**config.mk**
```make
export PLATFORM = sky130hd
export DESIGN_NAME = io_mmio_buffered
export DESIGN_NICKNAME = d
export VERILOG_FILES = /design/src/rtl/io_mmio_pkg.sv /design/src/rtl/io_mmio_buffered_sync_fifo.sv /design/src/rtl/io_mmio_buffered.sv
export SDC_FILE = /design/constraint.sdc
export NUM_CORES = 1
export LEC_CHECK = 0
export ABC_AREA = 1
export BUFFER_PORTS_ARGS = -buffer_cell sky130_fd_sc_hd__buf_2
export CORE_ASPECT_RATIO = 0.7
export CORE_UTILIZATION = 35
export CTS_CLUSTER_DIAMETER = 80
export DETAILED_ROUTE_END_ITERATION = 8
export PLACE_DENSITY = 0.59
export SLEW_MARGIN = 20
export SYNTH_ARGS = -nofsm -noshare
export SYNTH_HDL_FRONTEND = slang
export SYNTH_SLANG_ARGS = --single-unit
```
**constraint.sdc**
```tcl
create_clock -name clk -period 3.4 [get_ports clk]
set_clock_uncertainty 0.15 [all_clocks]
set_input_delay 0.68 -clock clk [delete_from_list [all_inputs] [get_ports clk]]
set_output_delay 0.68 -clock clk [all_outputs]
set_load 0.03 [all_outputs]
```
**src/rtl/io_mmio_pkg.sv**
```systemverilog
// Register map and bit positions for the buffered memory-mapped IO block.
package io_mmio_pkg;

    // Register offsets relative to the IO window base.
    localparam logic [31:0] OFF_STATUS     = 32'h00;
    localparam logic [31:0] OFF_RXDATA     = 32'h04;
    localparam logic [31:0] OFF_TXDATA     = 32'h08;
    localparam logic [31:0] OFF_CTRL       = 32'h0C;
    localparam logic [31:0] OFF_CYCLE      = 32'h10;
    localparam logic [31:0] OFF_CNT_CLR    = 32'h18;
    localparam logic [31:0] OFF_EVENT_BASE = 32'h20;

    // STATUS bit positions.
    localparam int ST_TX_NOT_FULL  = 0;
    localparam int ST_RX_NOT_EMPTY = 1;
    localparam int ST_TX_OVERFLOW  = 2;
    localparam int ST_RX_UNDERFLOW = 3;
    localparam int ST_RX_COUNT_LSB = 8;
    localparam int ST_TX_COUNT_LSB = 16;

    // CTRL bit positions.
    localparam int CTRL_CLR_FLAGS = 0;
    localparam int CTRL_FLUSH     = 1;

    // Absolute address of a register inside a window.
    function automatic logic [31:0] reg_addr(input logic [31:0] base, input logic [31:0] off);
        return base + off;
    endfunction

endpackage

```
**src/rtl/io_mmio_buffered_sync_fifo.sv**
```systemverilog
// First-word-fall-through synchronous FIFO with flush; head reads zero while empty.
module sync_fifo #(
    parameter int WIDTH = 8,
    parameter int DEPTH = 8
) (
    input  logic                    clk,
    input  logic                    rst,
    input  logic                    push,
    input  logic [WIDTH-1:0]        push_data,
    input  logic                    pop,
    input  logic                    flush,
    output logic [WIDTH-1:0]        head,
    output logic [$clog2(DEPTH):0]  count,
    output logic                    full,
    output logic                    empty
);

    localparam int AW = $clog2(DEPTH);
    localparam int CW = AW + 1;

    logic [WIDTH-1:0] mem_q [DEPTH];
    logic [AW-1:0]    wr_ptr_q, wr_ptr_d;
    logic [AW-1:0]    rd_ptr_q, rd_ptr_d;
    logic [CW-1:0]    count_q, count_d;
    logic             push_ok, pop_ok, mem_we;

    assign full    = (count_q == CW'(DEPTH));
    assign empty   = (count_q == '0);
    assign push_ok = push && !full;
    assign pop_ok  = pop && !empty;
    assign mem_we  = push_ok && !flush && !rst;
    assign count   = count_q;
    assign head    = empty ? '0 : mem_q[rd_ptr_q];

    // Next pointers and count; a flush discards any push or pop in the same cycle.
    always_comb begin
        // NOTE: every signal written here gets a default first, so no path can leave it unassigned and infer a latch.
        wr_ptr_d = wr_ptr_q;
        rd_ptr_d = rd_ptr_q;
        count_d  = count_q;
        if (flush) begin
            wr_ptr_d = '0;
            rd_ptr_d = '0;
            count_d  = '0;
        end else begin
            if (push_ok) wr_ptr_d = wr_ptr_q + AW'(1);
            if (pop_ok)  rd_ptr_d = rd_ptr_q + AW'(1);
            if (push_ok && !pop_ok)      count_d = count_q + CW'(1);
            else if (!push_ok && pop_ok) count_d = count_q - CW'(1);
        end
    end

    // Pointer and count registers.
    always_ff @(posedge clk) begin
        // NOTE: state registers use non-blocking assignments so every flop samples pre-edge values.
        if (rst) begin
            wr_ptr_q <= '0;
            rd_ptr_q <= '0;
            count_q  <= '0;
        end else begin
            wr_ptr_q <= wr_ptr_d;
            rd_ptr_q <= rd_ptr_d;
            count_q  <= count_d;
        end
    end

    // Storage array write.
    always_ff @(posedge clk) begin
        // NOTE: the storage array is not reset; count marks which entries are valid and head is masked while empty.
        if (mem_we) mem_q[wr_ptr_q] <= push_data;
    end

endmodule

```
**src/rtl/io_mmio_buffered.sv**
```systemverilog
// CPU-side IO window: buffered UART RX/TX, sticky error flags, cycle and event counters.
module io_mmio_buffered
    import io_mmio_pkg::*;
#(
    parameter logic [31:0] BASE_ADDR  = 32'h8000_0000,
    parameter int          FIFO_DEPTH = 8,
    parameter int          NUM_CNT    = 4,
    parameter int          CNT_WIDTH  = 32
) (
    input  logic               clk,
    input  logic               rst,
    input  logic               ld_en,
    input  logic [31:0]        ld_addr,
    output logic [31:0]        ld_data,
    input  logic               st_en,
    input  logic [31:0]        st_addr,
    input  logic [31:0]        st_data,
    input  logic [NUM_CNT-1:0] cnt_event,
    input  logic [7:0]         uart_rx_data,
    input  logic               uart_rx_valid,
    output logic               uart_rx_ready,
    output logic [7:0]         uart_tx_data,
    output logic               uart_tx_valid,
    input  logic               uart_tx_ready
);

    localparam int CW = $clog2(FIFO_DEPTH) + 1;

    logic [7:0]    rx_head, tx_head;
    logic [CW-1:0] rx_count, tx_count;
    logic          rx_full, rx_empty, tx_full, tx_empty;

    logic ld_rxdata, st_txdata, st_ctrl, st_cnt_clr;
    logic rx_pop, rx_udf_set, tx_push, tx_ovf_set, tx_pop;
    logic flush, clr_flags;

    logic tx_ovf_q, tx_ovf_d, rx_udf_q, rx_udf_d;
    logic [CNT_WIDTH-1:0] cycle_q, cycle_d;
    logic [CNT_WIDTH-1:0] ev_val [NUM_CNT];
    logic [31:0]          status;
    logic                 unused_st_data;

    // Exact-address decode of the access strobes.
    assign ld_rxdata  = ld_en && (ld_addr == reg_addr(BASE_ADDR, OFF_RXDATA));
    assign st_txdata  = st_en && (st_addr == reg_addr(BASE_ADDR, OFF_TXDATA));
    assign st_ctrl    = st_en && (st_addr == reg_addr(BASE_ADDR, OFF_CTRL));
    assign st_cnt_clr = st_en && (st_addr == reg_addr(BASE_ADDR, OFF_CNT_CLR));

    assign rx_pop     = ld_rxdata && !rx_empty;
    assign rx_udf_set = ld_rxdata && rx_empty;
    assign tx_push    = st_txdata && !tx_full;
    assign tx_ovf_set = st_txdata && tx_full;
    assign tx_pop     = uart_tx_valid && uart_tx_ready;
    assign flush      = st_ctrl && st_data[CTRL_FLUSH];
    assign clr_flags  = st_ctrl && st_data[CTRL_CLR_FLAGS];

    // Handshakes are held off while reset is asserted.
    assign uart_rx_ready = !rst && !rx_full;
    assign uart_tx_valid = !rst && !tx_empty;
    assign uart_tx_data  = tx_head;

    // Only the low byte of a store carries TX data; CTRL uses two bits of it.
    assign unused_st_data = ^st_data[31:8];

    sync_fifo #(.WIDTH(8), .DEPTH(FIFO_DEPTH)) u_rx_fifo (
        .clk       (clk),
        .rst       (rst),
        .push      (uart_rx_valid && uart_rx_ready),
        .push_data (uart_rx_data),
        .pop       (rx_pop),
        .flush     (flush),
        .head      (rx_head),
        .count     (rx_count),
        .full      (rx_full),
        .empty     (rx_empty)
    );

    sync_fifo #(.WIDTH(8), .DEPTH(FIFO_DEPTH)) u_tx_fifo (
        .clk       (clk),
        .rst       (rst),
        .push      (tx_push),
        .push_data (st_data[7:0]),
        .pop       (tx_pop),
        .flush     (flush),
        .head      (tx_head),
        .count     (tx_count),
        .full      (tx_full),
        .empty     (tx_empty)
    );

    // Sticky flags: a set in the same cycle as a clear wins.
    always_comb begin
        tx_ovf_d = tx_ovf_q;
        rx_udf_d = rx_udf_q;
        if (clr_flags) begin
            tx_ovf_d = 1'b0;
            rx_udf_d = 1'b0;
        end
        if (tx_ovf_set) tx_ovf_d = 1'b1;
        if (rx_udf_set) rx_udf_d = 1'b1;
    end

    // Sticky flag registers.
    always_ff @(posedge clk) begin
        if (rst) begin
            tx_ovf_q <= 1'b0;
            rx_udf_q <= 1'b0;
        end else begin
            tx_ovf_q <= tx_ovf_d;
            rx_udf_q <= rx_udf_d;
        end
    end

    // Free-running cycle counter; a counter clear beats the increment.
    always_comb begin
        cycle_d = st_cnt_clr ? '0 : cycle_q + CNT_WIDTH'(1);
    end

    // Cycle counter register.
    always_ff @(posedge clk) begin
        if (rst) cycle_q <= '0;
        else     cycle_q <= cycle_d;
    end

    for (genvar i = 0; i < NUM_CNT; i++) begin : g_evt
        logic [CNT_WIDTH-1:0] ev_q, ev_d;

        // Event counter: increments on its strobe, cleared by a CNT_CLR store.
        always_comb begin
            ev_d = ev_q;
            if (st_cnt_clr)        ev_d = '0;
            else if (cnt_event[i]) ev_d = ev_q + CNT_WIDTH'(1);
        end

        // Event counter register.
        always_ff @(posedge clk) begin
            if (rst) ev_q <= '0;
            else     ev_q <= ev_d;
        end

        assign ev_val[i] = ev_q;
    end

    // STATUS word assembly.
    always_comb begin
        status                          = '0;
        status[ST_TX_NOT_FULL]          = !tx_full;
        status[ST_RX_NOT_EMPTY]         = !rx_empty;
        status[ST_TX_OVERFLOW]          = tx_ovf_q;
        status[ST_RX_UNDERFLOW]         = rx_udf_q;
        status[ST_RX_COUNT_LSB +: 8]    = 8'(rx_count);
        status[ST_TX_COUNT_LSB +: 8]    = 8'(tx_count);
    end

    // Combinational read mux; unmapped and write-only addresses read zero.
    always_comb begin
        ld_data = '0;
        if (ld_addr == reg_addr(BASE_ADDR, OFF_STATUS))      ld_data = status;
        else if (ld_addr == reg_addr(BASE_ADDR, OFF_RXDATA)) ld_data = {24'd0, rx_head};
        else if (ld_addr == reg_addr(BASE_ADDR, OFF_CYCLE))  ld_data = 32'(cycle_q);
        for (int i = 0; i < NUM_CNT; i++) begin
            if (ld_addr == reg_addr(BASE_ADDR, OFF_EVENT_BASE + 32'(4 * i))) ld_data = 32'(ev_val[i]);
        end
    end

endmodule

```
==> impl_metrics.tcl <==
set metrics [dict create \
    status "finished, violations left" \
    failed_checks "design-rule violations" \
    cp-start-kind "input port" \
    start_util 0.355 \
    drtPass1Iterations 7 \
    grtUsageTotal 0.207 \
    hold_path.startpoint "rst" \
    core-area_um2 46400 \
    htreeDepth 2 \
    clockBufferDepth 3 \
    drv_slew 0 \
    clkPwrFrac 0.449 \
    via_per_inst 5.10 \
    finalCritPeriodShare 0.994 \
    maxCapViolCount 0 \
    via_count 15155 \
    synth_ff_type "dfxtp_1" \
    synth-edff-count 128 \
    cts_buffers 35 \
    async_flop_share 0 \
    sw_frac_of_total 0.236 \
    wl_per_cell_um 16.9 \
    crit_fanout 8 \
    power.internal_w 0.00623 \
    leakage_nw 7.52 \
    die_x_um 261 \
    place_ws_ns -0.0393 \
    worstPathArrival_ns 2.55 \
    drc 1 \
    cts.sinks 316 \
    clockRootBuffer "clkbuf_16" \
    rows 66 \
    fin_crit_ns 3.38 \
    cts_tree "done" \
    drive_gt1_frac 0.170 \
    setup_slack_ns 0.0210 \
    worst_setup_path_end_kind "output pin" \
    worstSetupPathType "input port to output pin" \
    io_buffers 131 \
    finalNonFillerCells 2972 \
    yosysSeqAreaShare 0.462 \
    clk_pin_slew_ns 0.06 \
    n_antenna_cell 0 \
    fin_util 0.428 \
    avgSynthCellArea_um2 7.65 \
    die_h_um 183 \
    ctsHoldBuffers 0 \
    grt_max_degree 114 \
    p_sw_w 0.00193 \
    totalWireLength_um 50300 \
    netlist_top_cells_count "423 x nand2_1, 402 x nor2_1, 241 x inv_1" \
    setup_viol_count_final 0 \
    ios 156 \
    reg2regPathDepth 15 \
    clk_latency_ns 0.53 \
    syn2layout_area_growth_pct 20.8 \
    synth_cell_types 53 \
    grt_pass1_vias 13861 \
    dr.first_iter.drc_count 1705 \
    grt_first_pass_wirelength_um 77500 \
    max_slew_margin 0.284 \
    yosys.area.top_type "edfxtp_1" \
    rrSetupSlack_ns 0.62 \
    hold_path_class "input port to flip-flop" \
    crit_required_ns 2.57 \
    final-hold-violation-count 0 \
    nets 2468 \
    ys_ff_latch 316 \
    pwr-share-comb 0.059 \
    synthCells 2151 \
    ys_warn_count 0 \
    setup_tns_ns 0 \
    rsz0062_at_grt "yes" \
    tightest_slew_ns 1.07 \
    die_area_um2 47900 \
    crit_start "ld_addr[9]" \
    syn-num-nets 2282 \
    power.density_nw_per_um2 410 \
    power_w 0.00816 \
    drtAntennaViolNets 0 \
    place_hpwl_um 36700 \
    synth_top_area_share 0.234 \
    r2r_end "u_tx_fifo.count[3]" \
    cp-endpoint "ld_data[22]" \
    reg2reg_from "u_tx_fifo.count[1]" \
    grt_overflow 0 \
    seq_power_share 0.491 \
    max_freq_mhz 296 \
    globalplace.congestion 0.932 \
    yosys-top-cells-area "edfxtp_1 23%, dfxtp_1 23%, nand2_1 9.6%" \
    antenna_found_initial 0 \
    synth_most_common_cell "nand2_1" \
    synth_area_um2 16500 \
    ir_drop_mv 0.267 \
    dp.cells 2897 \
]
## how the worst min path moves through the flow
stage / endpoint / slack [ns] / depth (start not counted)
5_1_grt: rx_udf_q / 0.26 / 2
3_3_place_gp: cycle_q[31] / 0.30 / 2
3_5_place_dp: cycle_q[31] / 0.30 / 2
6_report: rx_udf_q / 0.27 / 2
4_1_cts: rx_udf_q / 0.25 / 2
2_1_floorplan: cycle_q[0] / 0.28 / 1
## metal layers
metal,global-route usage,vias to the layer above,part of all wire
met5,0,-,0
met4,0.0509,0,0.023
met3,0.0313,83,0.075
met2,0.291,540,0.41
met1,0.323,7063,0.50
li1,-,7469,-
## kinds of logic (layout without fill, tap and decap cells)
family	after synthesis	count (layout)	share of synthesized area
xor+xnor	67	67	0.0357
fa+ha+maj	17	17	0.0138
simple gates	1166	1166	0.319
compound gates	273	273	0.0922
flops	316	316	0.462
buf+inv	311	520	0.0766
mux	1	1	0.000608
## critical path: stages
cell	delay [ns]
buf_2	0.11
nor2_1	0.10
nand2_1	0.10
nor2_4	0.16
buf_6	0.12
nand2_2	0.06
nor2_4	0.16
nand2_4	0.13
clkinvlp_4	0.20
clkbuf_16	0.18
a21oi_1	0.09
a22oi_1	0.24
buf_4	0.21
## repair_timing
action / CTS / global route
gates cloned: 0 / 4
gates resized for setup: 6 / 171
pin swaps: 0 / 46
endpoints found under the setup margin: 9 / 32
setup buffers: 0 / 11
endpoints found under the hold margin: 0 / 0
## layout make-up
cell class	count	area, um2
Clock buffer	49	980
Clock inverter	11	100
Fill cell	4644	26500
Inverter	250	957
Multi-Input combinational cell	1524	7880
Sequential cell	316	7610
Tap cell	612	766
Timing Repair Buffer	210	1600
## power groups by stage
stage	combinational (W)	clock (W)	sequential, W
2_1_floorplan	0.000279	0	0.00408
3_3_place_gp	0.000455	0	0.00409
3_5_place_dp	0.000469	0	0.00409
4_1_cts	0.000472	0.00375	0.00400
5_1_grt	0.000537	0.00390	0.00401
6_report	0.000484	0.00367	0.00401
## placed cells by master, fill, tap and decap left out, drive strengths merged, types with 2 or more instances in the layout
cell type  netlist  layout
nand2          434     434
inv            248     249
o22ai           18      18
nor3            92      92
buf             39     199
nand4           46      46
fa               2       2
a31oi           15      15
o211ai          14      14
a21oi           93      93
nor3b           31      31
nor4            26      26
o21ai          109     109
clkbuf          22      60
clkinvlp         0       4
nand3b           2       2
and3             3       3
nor2           426     426
dfxtp          188     188
nand3           91      91
edfxtp         128     128
o2111ai          4       4
xor2            46      46
xnor2           21      21
ha              15      15
or2             12      12
clkinv           2       7
a22oi            4       4
o221ai           5       5
a21o             3       3
a211oi           5       5
## registers in the layout (all words and copies together) (netlist names), named ones only
name / cells
u_rx_fifo.wr_ptr_q: 3
u_tx_fifo.count: 4
g_evt.ev_q: 128
u_rx_fifo.mem_q: 64
tx_ovf_q: 1
u_tx_fifo.wr_ptr_q: 3
u_tx_fifo.mem_q: 64
u_tx_fifo.rd_ptr_q: 3
u_rx_fifo.count: 4
rx_udf_q: 1
cycle_q: 32
u_rx_fifo.rd_ptr_q: 3
## stage by stage
| step | hold slack (ns) | area (um2) |
|---|---|---|
| final | 0.274 | 19900 |
| after global placement | 0.295 | 18100 |
| after CTS | 0.246 | 19200 |
| after global routing | 0.264 | 19900 |
| after detailed placement | 0.304 | 18100 |
| after floorplan | 0.280 | 16500 |
Power figures use the tool's default switching activity.
